## src/rtl/sfp2fix_block_if.sv

```systemverilog
// Purpose: handshake and data bundle between an SFP word source, the
//   sfp2fix_block aligner and the fixed-point consumer.
// Ports (signals):
//   in_valid/in_ready/sfp_in            SFP input channel
//   out_valid/out_ready/fix_out         aligned fixed-point output channel
//   out_last                            marks the final word of a frame
//   max_exp                             shared frame exponent
// Modports: master = source/sink side (testbench), slave = the aligner.
interface sfp2fix_block_if #(
  parameter int expWidth   = 4,
  parameter int sigWidth   = 4,
  parameter int low_expand = 2
);
  localparam int FMT_W = 1 + expWidth + sigWidth;
  localparam int FIX_W = sigWidth + 4 + low_expand;

  logic              in_valid;
  logic              in_ready;
  logic [FMT_W-1:0]  sfp_in;
  logic              out_valid;
  logic              out_ready;
  logic [FIX_W-1:0]  fix_out;
  logic              out_last;
  logic [expWidth-1:0] max_exp;

  modport master (
    output in_valid, sfp_in, out_ready,
    input  in_ready, out_valid, fix_out, out_last, max_exp
  );

  modport slave (
    input  in_valid, sfp_in, out_ready,
    output in_ready, out_valid, fix_out, out_last, max_exp
  );
endinterface

```

## src/rtl/sfp2fix_block.sv

```systemverilog
// Purpose: block-floating-point aligner. Buffers a frame of BLOCK_LEN SFP
//   words, tracks the frame's maximum exponent, then emits each word as a
//   two's-complement fixed-point value aligned to that shared exponent.
// Ports:
//   clk   rising-edge clock
//   rst   asynchronous active-high reset
//   bus   sfp2fix_block_if.slave: SFP input channel, fixed-point output
//         channel with out_last, and the frame's max_exp
//
// state     | meaning
// ----------+-----------------------------------------------------------
// S_COLLECT | accepting SFP words into the buffer, tracking running max exp
// S_EMIT    | presenting aligned words one per output handshake
module sfp2fix_block #(
  parameter int expWidth    = 4,
  parameter int sigWidth    = 4,
  parameter int formatWidth = 9,
  parameter int low_expand  = 2,
  parameter int BLOCK_LEN   = 4
) (
  input  logic clk,
  input  logic rst,
  sfp2fix_block_if.slave bus
);

  localparam int FIX_W = sigWidth + 4 + low_expand;
  localparam int MAG_W = sigWidth + 1 + low_expand;
  localparam int CNT_W = (BLOCK_LEN > 1) ? $clog2(BLOCK_LEN) : 1;
  localparam logic [CNT_W-1:0] LAST_IDX = CNT_W'(BLOCK_LEN - 1);

  typedef enum logic {S_COLLECT, S_EMIT} state_t;

  state_t                 state_q, state_d;
  logic [CNT_W-1:0]       count_q, count_d;
  logic [expWidth-1:0]    run_max_q, run_max_d;
  logic [expWidth-1:0]    max_exp_q, max_exp_d;
  logic [formatWidth-1:0] buf_mem_q [BLOCK_LEN];
  logic [formatWidth-1:0] buf_mem_d [BLOCK_LEN];

  // Incoming word fields
  logic [expWidth-1:0]    in_exp;
  logic [expWidth-1:0]    new_max;

  // Alignment of the buffered word selected by count
  logic [formatWidth-1:0] cur_w;
  logic                   cur_sign;
  logic [expWidth-1:0]    cur_exp;
  logic [sigWidth-1:0]    cur_man;
  logic [MAG_W-1:0]       mag;
  logic [MAG_W-1:0]       mag_s;
  logic [expWidth-1:0]    shift;
  logic [FIX_W-1:0]       mag_ext;
  logic [FIX_W-1:0]       fix_aligned;

  always_comb begin
    cur_w    = buf_mem_q[count_q];
    cur_sign = cur_w[formatWidth-1];
    cur_exp  = cur_w[sigWidth +: expWidth];
    cur_man  = cur_w[sigWidth-1:0];
    mag      = MAG_W'({1'b1, cur_man}) << low_expand;
    // max_exp is the frame maximum, so this never wraps
    shift    = max_exp_q - cur_exp;
    // Shifts wider than the magnitude naturally yield 0
    mag_s    = mag >> shift;
    mag_ext  = FIX_W'(mag_s);
    if (cur_exp == '0) begin
      fix_aligned = '0;
    end else if (cur_sign) begin
      // Negating 0 gives 0, so an underflowed negative word cannot become -0
      fix_aligned = -mag_ext;
    end else begin
      fix_aligned = mag_ext;
    end
  end

  always_comb begin
    state_d   = state_q;
    count_d   = count_q;
    run_max_d = run_max_q;
    max_exp_d = max_exp_q;
    buf_mem_d = buf_mem_q;

    in_exp  = bus.sfp_in[sigWidth +: expWidth];
    // Zero words have exp 0, which can never raise the running max
    new_max = (in_exp > run_max_q) ? in_exp : run_max_q;

    bus.in_ready  = 1'b0;
    bus.out_valid = 1'b0;
    bus.out_last  = 1'b0;
    bus.fix_out   = '0;

    case (state_q)
      S_COLLECT: begin
        bus.in_ready = 1'b1;
        if (bus.in_valid) begin
          buf_mem_d[count_q] = bus.sfp_in;
          run_max_d          = new_max;
          if (count_q == LAST_IDX) begin
            max_exp_d = new_max;
            count_d   = '0;
            state_d   = S_EMIT;
          end else begin
            count_d = count_q + CNT_W'(1);
          end
        end
      end
      S_EMIT: begin
        bus.out_valid = 1'b1;
        bus.out_last  = (count_q == LAST_IDX);
        bus.fix_out   = fix_aligned;
        if (bus.out_ready) begin
          if (count_q == LAST_IDX) begin
            count_d   = '0;
            run_max_d = '0;
            state_d   = S_COLLECT;
          end else begin
            count_d = count_q + CNT_W'(1);
          end
        end
      end
      default: begin
        state_d = S_COLLECT;
      end
    endcase
  end

  assign bus.max_exp = max_exp_q;

  always_ff @(posedge clk or posedge rst) begin
    if (rst) begin
      state_q   <= S_COLLECT;
      count_q   <= '0;
      run_max_q <= '0;
      max_exp_q <= '0;
      for (int i = 0; i < BLOCK_LEN; i++) begin
        buf_mem_q[i] <= '0;
      end
    end else begin
      state_q   <= state_d;
      count_q   <= count_d;
      run_max_q <= run_max_d;
      max_exp_q <= max_exp_d;
      buf_mem_q <= buf_mem_d;
    end
  end

endmodule
```

## src/flat_wrapper.sv

```systemverilog
// flat-port wrapper written by rule: the top's interface ports become plain ports
module sfp2fix_block_flat 
#(
  parameter int expWidth    = 4,
  parameter int sigWidth    = 4,
  parameter int formatWidth = 9,
  parameter int low_expand  = 2,
  parameter int BLOCK_LEN   = 4
)
  (clk, rst, bus_in_valid, bus_sfp_in, bus_out_ready, bus_in_ready, bus_out_valid, bus_fix_out, bus_out_last, bus_max_exp);
  sfp2fix_block_if #(.expWidth(expWidth), .sigWidth(sigWidth), .low_expand(low_expand)) bus_i ();
  input  logic clk;
  input  logic rst;
  input wire logic [$bits(bus_i.in_valid)-1:0] bus_in_valid;
  input wire logic [$bits(bus_i.sfp_in)-1:0] bus_sfp_in;
  input wire logic [$bits(bus_i.out_ready)-1:0] bus_out_ready;
  output wire logic [$bits(bus_i.in_ready)-1:0] bus_in_ready;
  output wire logic [$bits(bus_i.out_valid)-1:0] bus_out_valid;
  output wire logic [$bits(bus_i.fix_out)-1:0] bus_fix_out;
  output wire logic [$bits(bus_i.out_last)-1:0] bus_out_last;
  output wire logic [$bits(bus_i.max_exp)-1:0] bus_max_exp;
  assign bus_i.in_valid = bus_in_valid;
  assign bus_i.sfp_in = bus_sfp_in;
  assign bus_i.out_ready = bus_out_ready;
  assign bus_in_ready = bus_i.in_ready;
  assign bus_out_valid = bus_i.out_valid;
  assign bus_fix_out = bus_i.fix_out;
  assign bus_out_last = bus_i.out_last;
  assign bus_max_exp = bus_i.max_exp;
  sfp2fix_block #(.expWidth(expWidth), .sigWidth(sigWidth), .formatWidth(formatWidth), .low_expand(low_expand), .BLOCK_LEN(BLOCK_LEN)) u_core (.clk(clk), .rst(rst), .bus(bus_i));
endmodule
```

## config.mk

```make
export PLATFORM = sky130hd
export DESIGN_NAME = sfp2fix_block_flat
export DESIGN_NICKNAME = d
export VERILOG_FILES = /design/src/rtl/sfp2fix_block_if.sv /design/src/rtl/sfp2fix_block.sv /design/src/flat_wrapper.sv
export SDC_FILE = /design/constraint.sdc
export NUM_CORES = 1
export LEC_CHECK = 0
export ABC_AREA = 1
export BUFFER_PORTS_ARGS = -buffer_cell sky130_fd_sc_hd__buf_2
export CELL_PAD_IN_SITES_DETAIL_PLACEMENT = 1
export CELL_PAD_IN_SITES_GLOBAL_PLACEMENT = 1
export CORE_MARGIN = 3
export CORE_UTILIZATION = 39
export DETAILED_ROUTE_END_ITERATION = 7
export PLACE_DENSITY = 0.75
export SYNTH_ARGS = -nofsm -noshare
export SYNTH_HDL_FRONTEND = slang
export SYNTH_SLANG_ARGS = --single-unit
```

## constraint.sdc

```tcl
create_clock -name clk -period 3.4 [get_ports clk]
set_clock_uncertainty 0.15 [all_clocks]
set_input_delay 0.34 -clock clk [delete_from_list [all_inputs] [get_ports clk]]
set_output_delay 0.34 -clock clk [all_outputs]
set_load 0.03 [all_outputs]
```

# Word level (Yosys, flattened, before mapping)
# Cells that the tools add are included.
# word_totals
regBits	47
in_bits	13
output_inout_bits	17
# op_classes
add_sub_neg	3
magnitude_cmp	3
n_eq_ne	4
n_shift	1
mux	26
bitwise_logic	2
reduce_logical	6
# ops
cell	count
36-bit bitwise mux	1
10-bit 2-to-1 mux	3
9-bit 2-to-1 mux	3
9-bit binary-select mux with 2-bit select	1
9-bit demux with 2-bit select	1
4-bit 2-to-1 mux	4
7-bit negation with 10-bit output	1
4-bit case mux with 2 select lines	1
1-bit 2-to-1 mux	7
7-bit by 4-bit right shift with 7-bit output	1
2-bit 2-to-1 mux	3
2-bit != test, second input constant	3
3-bit AND reduction	2
4-bit greater-than comparator	1
4-bit logical NOT	1
2-bit case mux with 2 select lines	1
2-bit AND reduction	2
4-bit subtractor	1
3-bit greater-or-equal comparator, second input constant	1
3-bit by 1-bit less-than comparator with 1-bit output, second input constant	1
2-bit inverter with 3-bit output	1
2-bit by 1-bit adder with 2-bit output, second input constant	1
2-bit == test, second input constant	1
1-bit case mux with 2 select lines	1
2 further kinds	2

# Longest topological paths before layout
# Gate-level depths: netlist of the first run.
# logic_depth
depth_word	10
ltp_mapped	25
depth_no_buf	22

# Worst setup path after synthesis of the first run
# OpenSTA, ideal clock, no wires.
# synth_path
path_kind	register to output
startpoint	register u_core.count_q[0]
endpoint	output port bus_fix_out[6]
arrival_ns	3.232
required_ns	2.910
setup_slack_ns	-0.322
path_stages_with_launch	21
cell_sequence	dfrtp_1 -> buf_6 -> inv_6 -> buf_12 -> buf_8 -> nor2_1 -> o22ai_1 -> ha_1 -> fa_1 -> inv_1 -> nand2_1 -> a21oi_1 -> nor2_2 -> inv_1 -> ha_1 -> inv_1 -> a21oi_1 -> nand2_1 -> nand3_1 -> nand2_1 -> nor2_1
# synth_via
elab_chain_cells	10
# synth_lines
item	line_no	rtl
start: declaration	sfp2fix_block.sv:34	logic [CNT_W-1:0] count_q, count_d;
start signal: assignment	sfp2fix_block.sv:140	count_q <= count_d;
2-bit inverter with 3-bit output (not written as such) (*)	sfp2fix_block.sv:56	cur_w = buf_mem_q[count_q];
9-bit binary-select mux with 2-bit select (*)	sfp2fix_block.sv:56	
9-bit 2-to-1 mux (not written as such) (*) (2 in a row)	sfp2fix_block.sv:56	
4-bit subtractor	sfp2fix_block.sv:62	shift = max_exp_q - cur_exp;
7-bit by 4-bit right shift with 7-bit output	sfp2fix_block.sv:64	mag_s = mag >> shift;
7-bit negation with 10-bit output	sfp2fix_block.sv:70	fix_aligned = -mag_ext;
10-bit 2-to-1 mux	sfp2fix_block.sv:68	end else if (cur_sign) begin
10-bit 2-to-1 mux (*)	sfp2fix_block.sv:66	if (cur_exp == '0) begin
10-bit 2-to-1 mux (*)	sfp2fix_block.sv:92	case (state_q)
end: declaration	flat_wrapper.sv:19	output wire logic [$bits(bus_i.fix_out)-1:0] bus_fix_out;
# Every way passes the cells marked *; elsewhere a longest branch is shown, timed or not. The select of a mux whose other input is x is not followed.

# Final worst setup path of the first run
# layout_path
startpoint	register u_core.count_q[0]
endpoint	output port bus_fix_out[4]
# The elaborated chain is that of the path after synthesis.

==> metrics.md, run 1 <==
| Metric | Value |
|---|---|
| Status | `finished with violations` |
| Failing checks | `setup timing` |
| Tmin final | `3.712 ns` |
| # H-tree levels | `2` |
| Flops & latches, synth | `47` |
| FMAX | `~270 MHz` |
| CP Max Fanout | `6` |
| CTS tree | `built` |
| Routed WL per cell | `15.60 microns` |
| Slew @ Worst Pin | `approximately 0.99 ns` |
| Library cells used by synthesis | `35` |
| Die Area | `approximately 8500 sq um` |
| Most instantiated library cell after synthesis | `nand2_1` |
| Top delay family on crit path | `adder cells` |
| Placer Congestion | `0.8256` |
| IO Count | `30` |
| Grt total ovfl | `0` |
| Mapped cell area | `2897 sq um` |
| Worst min-delay path category | `in2async` |
| Slowest cell delay on critical path | `roughly 0.62 ns` |
| Worst-path clk slew | `roughly 0.090 ns` |
| Fin. Hold Viols | `0` |
| Syn_nets | `approximately 400` |
| Vias in the first global route | `2758` |
| Number of antenna violations at the first check in global routing | `0` |
| Asr flop ratio synth | `between 90% and 100%` |
| # DRC | `0` |
| Routed vias | `roughly 2700` |
| Pins Over Slew Limit | `0` |
| Share of the synthesized area in the top cell type | `approximately two fifths` |
| Crit start category | `flop` |
| Clk_lat worst skew | `roughly 0.30 ns` |
| Post-synth EDFFs | `0` |
| First-pass DRT Iterations | `4` |
| Iteration-0 DRC Markers | `72` |
| Die Wd | `92.18 microns` |
| Crit path cell chain | `buf_6, a21oi_4, a32oi_2, buf_4, fa_2, inv_4, buf_6, nand2_1, a21oi_1, nor2_2, inv_2, ha_4, inv_4, a21oi_4, nand2_1, nand2_2, nand2_2, nand2_2, nor2_4, buf_6` |
| Rows | `30` |
| Num CTS Buffers | `5` |
| Layout cell share with drive strength beyond 1 | `35.81%` |
| Final setup fails | `9` |
| CTS sink cnt | `47` |
| Critical path buffers and inverters | `7` |
| Port Buf Inserts | `29` |
| P&R area growth vs syn | `28.55%` |
| Top_reg_cell synth | `dfrtp_1` |
| GRT Util Overall | `about a fifth` |
| Post-Syn Instances | `around 370` |
| Cell taking the most area after synthesis | `dfrtp_1` |
| RSZ-0062 raised after global routing | `true` |
| Core Area | `6982 sq um` |
| Starting Density | `between 40% and 50%` |
| Sequential area share after synthesis | `around two fifths` |
| Post-route ant nets | `0` |
| Root buffer cell | `clkbuf_8` |
| Placed inst area | `approximately 3300 sq um` |
| Fin nets | `between 400 and 500` |
| Largest net degree at the start of global routing | `48` |
| Crit. End Element | `primary output` |
| # diodes | `0` |
| Detailed placer's ending HPWL | `between 5000 and 6000 microns` |
| Max Cap Viol | `0` |
| Critical path class | `reg2out` |
| Final worst slack | `-0.3123 ns` |
| Clk buf depth | `2` |
| Hold Buf Count CTS | `0` |
| CP max-delay cell | `fa_2` |
| Ys Warns | `0` |
| Die height | `approximately 90 microns` |
| Final instance area | `3724 sq um` |
| Top cells by count, synth | `nand2_1 (122), o21ai_0 (49), dfrtp_1 (47)` |
| Final period util | `109.2%` |
| Avg Cell Area, Syn | `7.786 sq um` |
| Top post-synthesis cells by area | `dfrtp_1 (41%), nand2_1 (16%), o21ai_0 (8.5%)` |
| Critical path required time | `roughly 2.9 ns` |
| Routed wire length | `8207 microns` |
| Drt via density | `5.135` |
| Worst EP arrival | `3.22 ns` |
| First-pass GRT wire length | `13050 microns` |
| Slew margin rel. | `34.09%` |
[metrics by stage]
| stage | hold slack [ns] | util (%) | setup TNS (ns) | worst slack (ns) | instances |
|---|---|---|---|---|---|
| after floorplan | 0.2955 | - | -0.3142 | -0.1105 | 372 |
| after global placement | 0.3161 | 46.58 | -0.03662 | -0.03339 | 502 |
| after detailed placement | 0.3241 | 46.58 | -0.5361 | -0.1621 | 502 |
| after CTS | 0.1478 | 50.61 | -1.430 | -0.2343 | 517 |
| after global routing | 0.1875 | 53.33 | -3.806 | -0.4815 | 526 |
| final | 0.1168 | 53.33 | -2.259 | -0.3123 | 526 |
[flip-flops by register name, indices dropped and copies added, names as in the netlist]
register            flops
u_core.buf_mem_q       36
u_core.count_q          2
u_core.run_max_q        4
u_core.bus.max_exp      4
u_core.state_q          1
[cells by family (layout without fill, tap and decap cells)]
family	after synthesis	after routing	share of synthesized area, %
buffers and inverters	49	107	8.553
AOI/OAI and AO/OA	76	76	14.77
and+or+nand+nor	186	186	29.63
DFF	47	47	40.60
adders and majority gates	13	13	5.875
xor gates and xnor gates	1	1	0.5617
[per-layer routing]
metal  part of all wire [%]  GRT usage (%)
met4                    1.2          5.322
met2                     53          34.79
met1                     44          23.55
met3                    1.5          2.707
met5                      0              0
[timing repair]
item                                   in CTS  in global routing
pin swaps                                  10                 21
setup buffers                               7                 10
setup endpoints to repair                  10                 10
resized for setup                          40                 34
endpoints found under the hold margin       0                  0
[path summary, 6_finish.rpt]
check,startpoint,endpoint,slack [ns],cells after the start
max in group asynchronous,rst,u_core.count_q[1],2.30,2
min reg2reg,u_core.buf_mem_q[26],u_core.buf_mem_q[26],0.34,2
max reg2reg,u_core.count_q[0],u_core.bus.max_exp[0],1.15,5
max,u_core.count_q[0],bus_fix_out[4],-0.31,20
min in group clk,bus_sfp_in[8],u_core.buf_mem_q[26],0.19,3
min,rst,u_core.buf_mem_q[0],0.12,2
[layout make-up]
cell class	instances	area, sq um
clock buffers	7	86.33
clock inverters	1	8.758
fillers	885	3258
inverters	38	157.7
multi-input cells	276	1709
flip-flops and latches	47	1179
well taps	96	120.1
repair buffers	61	462.9
[placed cells by master (no fill, tap or decap), drive strengths merged]
| cell type | Yosys | routed |
|---|---|---|
| inv | 38 | 37 |
| buf | 6 | 61 |
| nand3b | 2 | 2 |
| a21oi | 14 | 14 |
| clkinv | 0 | 2 |
| clkbuf | 5 | 7 |
| a32o | 1 | 1 |
| nor2 | 20 | 20 |
| o21bai | 1 | 1 |
| o22ai | 5 | 5 |
| or2 | 3 | 3 |
| xor2 | 1 | 1 |
| nand2 | 132 | 132 |
| and2 | 1 | 1 |
| nand3 | 26 | 26 |
| o21ai | 53 | 53 |
| a32oi | 2 | 2 |
| dfrtp | 47 | 47 |
| fa | 1 | 1 |
| nor3 | 2 | 2 |
| ha | 12 | 12 |
Power of run 1 is left out: the tool's default activity adds up to more than one toggle a clock period on the data nets, which glitch-free logic cannot reach.
==> run 2, diff against run 1 <==
--- a/config.mk
+++ b/config.mk
@@ -13,6 +13,7 @@
 export CORE_UTILIZATION = 39
 export DETAILED_ROUTE_END_ITERATION = 7
 export PLACE_DENSITY = 0.75
+export SKIP_LAST_GASP = 1
 export SYNTH_ARGS = -nofsm -noshare
 export SYNTH_HDL_FRONTEND = slang
 export SYNTH_SLANG_ARGS = --single-unit
==> metrics.md, run 2 (synthesis results as in run 1) <==
| Metric | Value |
|---|---|
| Status | `finished with violations` |
| Failing checks | `setup timing` |
| Worst reg2reg setup slack | `1.19 ns (+0.04 ns)` |
| CTS sink cnt | `47 (unchanged)` |
| Met2 wire length | `4194 microns (-4.2%)` |
| Detailed placer's ending HPWL | `5576 microns (unchanged)` |
| Slew margin rel. | `33.23% (-0.86 points)` |
| Placed inst area | `3252 sq um (unchanged)` |
| Clk_lat worst skew | `0.30 ns (about the same)` |
| Tmin final | `3.726 ns (+0.01409 ns)` |
| Final worst slack | `-0.3263 ns (-0.01409 ns)` |
| Worst min-delay path category | `in2async` |
| Crit. End Element | `primary output` |
| Slew @ Worst Pin | `1.000 ns (+0.01292 ns)` |
| Worst r2r dst | `u_core.bus.max_exp[1]` |
| P&R area growth vs syn | `26.65%` |
| Total negative slack | `-1.960 ns (+0.2997 ns)` |
| Die height | `92.18 microns (unchanged)` |
| Routed WL per cell | `15.31 microns (-1.9%)` |
| Met3 WL | `100 microns (-17%)` |
| Starting Density | `41.49% (unchanged)` |
| First-pass DRT Iterations | `4 (unchanged)` |
| Most frequent cells in the layout | `nand2_1 (110), o21ai_0 (48), dfrtp_1 (45), buf_4 (31), inv_1 (29)` |
| IO Count | `30 (unchanged)` |
| Die Wd | `92.18 microns (unchanged)` |
| Crit path cell chain | `buf_6, a21oi_4, a32oi_2, buf_4, fa_2, buf_4, nand3_2, a21oi_2, nor2_2, inv_2, ha_4, inv_4, a21oi_4, nand2_2, nand3_2, nand2_2, nor2_4, buf_6` |
| Top Layer Used | `met4` |
| Fin. Hold Viols | `0 (unchanged)` |
| # diodes | `0 (unchanged)` |
| Critical path class | `reg2out` |
| Clk buf depth | `2 (unchanged)` |
| GRT Util Overall | `18.91% (-0.26 points)` |
| Drt via density | `5.075 (-1.2%)` |
| Grt total ovfl | `0 (unchanged)` |
| Pins Over Slew Limit | `0 (unchanged)` |
| RSZ-0062 raised after global routing | `true` |
| WL met1 | `3612 microns (+0.17%)` |
| Most common cell after layout, fill and taps aside | `nand2_1` |
| # DRC | `0 (unchanged)` |
| Critical path buffers and inverters | `6 (-1)` |
| Slowest cell delay on critical path | `0.61 ns (about the same)` |
| CP max-delay cell | `fa_2` |
| Worst-path clk slew | `0.09 ns (about the same)` |
| Max Cap Viol | `0 (unchanged)` |
| Crit start category | `flop` |
| Number of antenna violations at the first check in global routing | `0 (unchanged)` |
| Final instance area | `3669 sq um (-1.5%)` |
| First-pass GRT wire length | `12880 microns (-1.3%)` |
| Iteration-0 DRC Markers | `73 (+1.4%)` |
| Placed cell count | `502 (unchanged)` |
| Layout cell share with drive strength beyond 1 | `34.66% (-1.2 points)` |
| Critical path required time | `2.91 ns (about the same)` |
| Num CTS Buffers | `5 (unchanged)` |
| Core Area | `6982 sq um (unchanged)` |
| CTS tree | `built` |
| # H-tree levels | `2 (unchanged)` |
| Largest net degree at the start of global routing | `48 (unchanged)` |
| FMAX | `268.4 MHz (-0.38%)` |
| Final period util | `109.6% (+0.41 points)` |
| Largest reg by FF count | `u_core.buf_mem_q` |
| Fin nets | `452 (-0.66%)` |
| Worst EP arrival | `3.24 ns (+0.02 ns)` |
| Routed vias | `2654 (-1.7%)` |
| Rows | `30 (unchanged)` |
| Root buffer cell | `clkbuf_8` |
| Vias in the first global route | `2732 (-0.94%)` |
| Launching point of the worst reg2reg path | `u_core.count_q[0]` |
| Routed wire length | `8006 microns (-2.4%)` |
| Post-route ant nets | `0 (unchanged)` |
| Worst R2R Path Depth | `5 (unchanged)` |
| Die Area | `8497 sq um (unchanged)` |
| Placer Congestion | `0.8256 (unchanged)` |
| Max reg flops | `36 (unchanged)` |
| Final setup fails | `9 (unchanged)` |
| Non-filler instance count after layout | `523 (-0.57%)` |
| CP Max Fanout | `6 (unchanged)` |
| Top delay family on crit path | `adder cells` |
| Port Buf Inserts | `29 (unchanged)` |
[run 2: changes by cell type in the layout (fill, tap and decap cells not counted), sizes merged]
cell and change:
buf -3, clkinv -1, inv +1
[run 2: worst max-delay path by stage]
stage	endpoint	cells after the start	start
floorplan	bus_fix_out[1]	18	u_core.count_q[0]
global placement	bus_fix_out[4]	20	u_core.count_q[0]
detailed placement	bus_fix_out[6]	20	u_core.count_q[0]
CTS	bus_fix_out[4]	21	u_core.count_q[0]
global route	bus_fix_out[6]	18	u_core.count_q[0]
finish	bus_fix_out[6]	18	u_core.count_q[0]
[run 2: layout make-up]
class / instances / area, sq um
clock buffers: 7 / 86.33
clock inverters: 1 / 8.758
fillers: 893 / 3313
inverters: 38 / 157.7
multi-input cells: 276 / 1705
flip-flops and latches: 47 / 1179
well taps: 96 / 120.1
repair buffers: 58 / 411.6
[run 2: what timing repair did]
action,in CTS,in global routing
gates resized for setup,37,26
endpoints found under the setup margin,10,10
buffers inserted,7,6
hold buffers,0,0
pin swaps,10,14
[run 2: per-stage QoR]
stage	setup slack, ns	utilization [%]	hold slack, ns
after floorplan	-0.1105	-	0.2955
after global placement	-0.03339	46.58	0.3161
after detailed placement	-0.1621	46.58	0.3241
after CTS	-0.2343	50.47	0.1478
after global routing	-0.4345	52.54	0.1875
final	-0.3263	52.54	0.1204
[run 2: metal layers]
metal | up-vias | track usage [%]
li1 | 1314 | -
met1 | 1313 | 23.29
met2 | 16 | 34.18
met3 | 11 | 2.707
met4 | 0 | 5.322
met5 | - | 0
Power of run 2 is left out for the same reason.
